==> config.mk <==
export PLATFORM = sky130hd
export DESIGN_NAME = serial_sub_ctrl
export DESIGN_NICKNAME = d
export VERILOG_FILES = /design/src/rtl/serial_sub_ctrl.sv
export SDC_FILE = /design/constraint.sdc
export NUM_CORES = 1
export LEC_CHECK = 0
export CAP_MARGIN = 20
export CORE_ASPECT_RATIO = 0.6
export CORE_MARGIN = 2
export CORE_UTILIZATION = 30
export CTS_CLUSTER_SIZE = 10
export DETAILED_ROUTE_END_ITERATION = 7
export PLACE_DENSITY = 0.62
export SLEW_MARGIN = 20
export SYNTH_ARGS = -nofsm -noshare
export SYNTH_HDL_FRONTEND = slang
export SYNTH_SLANG_ARGS = --single-unit
==> constraint.sdc <==
create_clock -name clk -period 1.6 [get_ports clk]
set_clock_uncertainty 0.2 [all_clocks]
set_input_delay 0.48 -clock clk [delete_from_list [all_inputs] [get_ports clk]]
set_output_delay 0.48 -clock clk [all_outputs]
set_load 0.01 [all_outputs]
==> src/rtl/serial_sub_ctrl.sv <==
// rtl/serial_sub_ctrl.sv - bit-serial subtraction sequencer around a 1-bit full-subtractor cell
//
// Computes D = A - B - Bin one bit per clock, LSB first, with the borrow
// carried between bits in a register.
//
// Parameters:
//   WIDTH   operand/result width, 1..64
//
// Ports:
//   clk     clock, rising edge
//   rst     asynchronous reset, active-high
//   start   request, sampled only in IDLE
//   A, B    minuend / subtrahend, captured on the accepted start edge
//   Bin     borrow-in, captured on the accepted start edge
//   busy    high while bits are being processed
//   done    one-cycle pulse, D/Bout valid
//   D       registered difference, held until the next result
//   Bout    registered final borrow-out, held with D
//   Ovf     (only with SERIAL_SUB_OVF_EN) signed overflow, registered with D
//
// Optional feature macro: SERIAL_SUB_OVF_EN

module serial_sub_ctrl #(
    parameter int WIDTH = 8
) (
    input  logic             clk,
    input  logic             rst,
    input  logic             start,
    input  logic [WIDTH-1:0] A,
    input  logic [WIDTH-1:0] B,
    input  logic             Bin,
    output logic             busy,
    output logic             done,
    output logic [WIDTH-1:0] D,
    output logic             Bout
`ifdef SERIAL_SUB_OVF_EN
    ,
    output logic             Ovf
`endif
);

    localparam int CW = (WIDTH > 1) ? $clog2(WIDTH) : 1;

    typedef enum logic [1:0] {
        S_IDLE = 2'd0,
        S_RUN  = 2'd1,
        S_DONE = 2'd2
    } state_t;

    state_t           r_state;
    state_t           w_state_next;

    logic [WIDTH-1:0] r_a_sh;
    logic [WIDTH-1:0] r_b_sh;
    logic [WIDTH-1:0] r_res;
    logic             r_br;
    logic [CW-1:0]    r_cnt;

    logic             w_d_bit;
    logic             w_br_next;
    logic             w_last;
    logic [WIDTH-1:0] w_res_next;

`ifdef SERIAL_SUB_OVF_EN
    logic             r_a_msb;
    logic             r_b_msb;
`endif

    // Full-subtractor cell on the current LSBs
    assign w_d_bit   = r_a_sh[0] ^ r_b_sh[0] ^ r_br;
    assign w_br_next = (~r_a_sh[0] & r_b_sh[0]) | (~(r_a_sh[0] ^ r_b_sh[0]) & r_br);
    assign w_last    = (r_cnt == CW'(WIDTH - 1));

    // Result fills from the MSB down so that after WIDTH shifts bit 0 holds the LSB
    always_comb begin
        w_res_next            = r_res >> 1;
        w_res_next[WIDTH-1]   = w_d_bit;
    end

    always_ff @(posedge clk or posedge rst) begin
        if (rst) begin
            r_state <= S_IDLE;
        end else begin
            r_state <= w_state_next;
        end
    end

    always_comb begin
        w_state_next = r_state;
        busy         = 1'b0;
        done         = 1'b0;
        case (r_state)
            S_IDLE: begin
                if (start) begin
                    w_state_next = S_RUN;
                end
            end
            S_RUN: begin
                busy = 1'b1;
                if (w_last) begin
                    w_state_next = S_DONE;
                end
            end
            S_DONE: begin
                done         = 1'b1;
                w_state_next = S_IDLE;
            end
            default: begin
                w_state_next = S_IDLE;
            end
        endcase
    end

    always_ff @(posedge clk or posedge rst) begin
        if (rst) begin
            r_a_sh  <= '0;
            r_b_sh  <= '0;
            r_res   <= '0;
            r_br    <= 1'b0;
            r_cnt   <= '0;
            D       <= '0;
            Bout    <= 1'b0;
`ifdef SERIAL_SUB_OVF_EN
            r_a_msb <= 1'b0;
            r_b_msb <= 1'b0;
            Ovf     <= 1'b0;
`endif
        end else begin
            case (r_state)
                S_IDLE: begin
                    if (start) begin
                        r_a_sh  <= A;
                        r_b_sh  <= B;
                        r_br    <= Bin;
                        r_cnt   <= '0;
`ifdef SERIAL_SUB_OVF_EN
                        r_a_msb <= A[WIDTH-1];
                        r_b_msb <= B[WIDTH-1];
`endif
                    end
                end
                S_RUN: begin
                    r_a_sh <= r_a_sh >> 1;
                    r_b_sh <= r_b_sh >> 1;
                    r_br   <= w_br_next;
                    r_res  <= w_res_next;
                    if (w_last) begin
                        D    <= w_res_next;
                        Bout <= w_br_next;
`ifdef SERIAL_SUB_OVF_EN
                        // Operands of differing sign and a result whose sign differs from A
                        Ovf  <= (r_a_msb ^ r_b_msb) & (w_res_next[WIDTH-1] ^ r_a_msb);
`endif
                    end else begin
                        r_cnt <= r_cnt + CW'(1);
                    end
                end
                default: begin
                end
            endcase
        end
    end

endmodule

==> key figures <==
Status
  – Status: finished with violations
  – Violated checks: setup timing

Clock tree
  – CTS root buf: clkbuf_8
  – Htree depth: 2
  – Cts bufs inserted: 5
  – Clk buf depth: 2
  – CTS tree: yes
  – Cts-stage hold buffer count: 0
  – Clk_lat worst skew: 0.29 ns
  – CTS clk-pin slew, worst paths: 0.08 ns
  – Clock sink count: 38

Route
  – WL/cell: 13.2 um
  – Vias: between 1k and 1.5k
  – Drt first-iter violations: 25
  – Post-route DRC: 0
  – Drt via density: 4.62
  – Drt pass-1 iters: 4
  – ANT nets after route: 0
  – Final wirelength: about 3800 um

Yosys
  – FF+latch count, synth: 38
  – Post-synth ARST share: 1.00
  – Synth Warn #: 0
  – Post-synthesis sequential area ratio: 0.507
  – Cell variety after synth: 30
  – Synth Net Count: 174
  – Avg Cell Area, Syn: 12.4 um2
  – Post-synth EDFFs: 0
  – Top_reg_cell synth: dfrtp_1
  – Synth Cell Area: roughly 1900 um2
  – Post-Synthesis Cells: 151

STA
  – Slew Limit Fails: 0
  – Max Fclk: 577 MHz
  – Slew HR: 0.777
  – Setup-failing EPs final: 20
  – Worst Max-Slew Pin Slew: 0.330 ns
  – Worst setup margin: -0.132 ns
  – TNS Setup: -0.721 ns
  – Crit path time final: 1.73 ns
  – Unrepaired setup endpoints after global routing: yes
  – Fin crit share: 1.08
  – Final Hold Fails: 0

Power
  – Clock power frac: 0.209
  – Combinational Power Share: 0.429
  – Lkg Pwr: 1.20 nW
  – Pwr Density: ~1800 nW/um2
  – Maximum VDD drop: 612 uV
  – Int Pwr: 0.00322 W
  – Tot Pwr: 0.00470 W
  – Share of power burned in registers: 0.363
  – Net Sw Frac: 0.316
  – Switching pwr: 0.00148 W

Floorplan
  – Die area: 6920 um2
  – Die width: 106 um
  – Num ports: 31
  – Initial Utilization: 0.308
  – Rows: 22
  – Chip Height: between 60 and 70 um
  – Core Region: 6080 um2

Critical path
  – Worst r2r path cells: 4
  – CP startpoint kind: register
  – Critical Path RT: ~0.92 ns
  – Worst-path fanout max: 3
  – Arrival time worst endpoint: between 1 and 1.5 ns
  – Crit end category: primary output
  – Flop-to-flop setup slack: -0.05 ns
  – Worst setup path category: register to primary output

GRT
  – Largest net degree at the start of global routing: 40
  – Initial antenna violation count: 0
  – Grt ovf: 0
  – Met3 GRT Util: 0.0367
  – GR Layer Usage met1: 0.169
  – Overall routing resource usage: 0.120
  – Global-route wire length before repair: 6400 um
  – Met2 Use GR: 0.174
  – GR peak layer: met2
  – Via count of the first global-routing pass: between 1k and 1.5k

Place
  – Post-DP HPWL: 2480 um
  – I/O Buffers: 30
  – GPL Wtd Cong: 0.746
  – Placement-stage cell area: 2340 um2

Min path
  – Hold depth: 1
  – Worst min-delay path class: register to register

Layout
  – Antenna cells: 0
  – Share of cells above drive strength 1: 0.379
  – Nets@finish: 225
  – Area growth from synthesis to layout: 38.1%
  – Number of fill cells: roughly 590
  – Design Area, Final: 2590 um2

Job
  – Max Cap Viol: 0
cells by family after synthesis:
| kind of cell | share of synthesized area |
|---|---|
| compound gates | 0.108 |
| fa+ha+maj | 0.0240 |
| buf+inv | 0.0881 |
| flops | 0.507 |
| mux | 0.111 |
| simple gates | 0.161 |
repair_timing:
item | in CTS | in global routing
pin swaps | 0 | 0
resized for setup | 43 | 17
setup endpoints to repair | 36 | 38
buffers inserted | 6 | 4
area by class of cell:
| cell class | instances | area [um2] | area share |
|---|---|---|---|
| clock buffers | 5 | 68.8 | 0.0266 |
| multi-input cells | 82 | 831 | 0.321 |
| clock inverters | 3 | 68.8 | 0.0266 |
| repair buffers | 57 | 494 | 0.191 |
| well taps | 84 | 105 | 0.0406 |
| flip-flops and latches | 38 | 952 | 0.368 |
| inverters | 18 | 67.6 | 0.0261 |
state kept, by name, summed over array words and instances, names as in the netlist:
signal and count:
r_br 1, D 8, r_b_sh 8, r_cnt 3, r_res 7, r_a_sh 8, r_state 2, Bout 1
cells in the final DEF, fill, tap and decap left out, types with 5 or more instances in the layout:
cell	netlist	routed
mux2_2	6	6
nor3b_1	6	5
buf_4	3	21
nor2_1	8	8
a221oi_1	8	8
mux2_4	8	8
nor4b_1	16	10
inv_1	18	18
clkdlybuf4s50_1	0	18
buf_6	4	7
dfrtp_1	38	37
a211oi_1	5	5
clkbuf_8	0	5
buf_2	5	6
nor4b_2	0	6
metal layers:
metal	share of wire	up-vias
li1	-	647
met1	0.51	647
met2	0.43	28
met3	0.045	5
met4	0.0082	0
met5	0	-
cell usage after synthesis (2+ instances only):
master	count	area (um2)
a211oi_1	5	37.5
ha_1	2	25.0
dfrtp_1	38	951
a211o_1	3	26.3
buf_6	4	45.0
buf_2	5	25.0
and3_1	3	18.8
a22o_1	2	17.5
nor2_1	8	30.0
nand2b_1	2	12.5
buf_4	3	22.5
inv_1	18	67.6
mux2_4	8	120
mux2_2	6	67.6
nor2b_1	2	12.5
a221oi_1	8	70.1
nor3b_1	6	45.0
nor4b_1	16	140
critical path, stage by stage, from the launching register on:
cell     delay, ns
dfrtp_1       0.41
buf_6         0.13
nor2b_4       0.12
buf_6         0.11
stage by stage:
stage	util	setup slack (ns)	hold slack [ns]	cells
final	0.425	-0.132	0.307	287
after global placement	0.385	-0.355	0.273	269
after floorplan	-	-0.00315	0.258	151
after detailed placement	0.385	-0.351	0.281	269
after CTS	0.419	-0.138	0.300	283
after global routing	0.425	-0.187	0.328	287
power groups by stage:
| stage | sequential [W] | combinational, W | clock (W) |
|---|---|---|---|
| 2_1_floorplan | 0.00172 | 0.00130 | 0 |
| 3_3_place_gp | 0.00171 | 0.00189 | 0 |
| 3_5_place_dp | 0.00173 | 0.00191 | 0 |
| 4_1_cts | 0.00171 | 0.00196 | 0.00101 |
| 5_1_grt | 0.00177 | 0.00223 | 0.00105 |
| 6_report | 0.00171 | 0.00202 | 0.000981 |
worst paths after layout:
path / start / to
setup / recovery: r_state[1]$_DFFE_PP0P_ / busy
hold / removal: r_res[1]$_DFFE_PP0N_ / r_res[1]$_DFFE_PP0N_
setup reg to reg: r_state[1]$_DFFE_PP0P_ / D[7]$_DFFE_PP0P_
hold reg to reg: r_res[1]$_DFFE_PP0N_ / r_res[1]$_DFFE_PP0N_
max in group asynchronous: rst / r_state[0]$_DFFE_PP0P_
min in group asynchronous: rst / D[0]$_DFFE_PP0P_
Power figures use the tool's default switching activity.
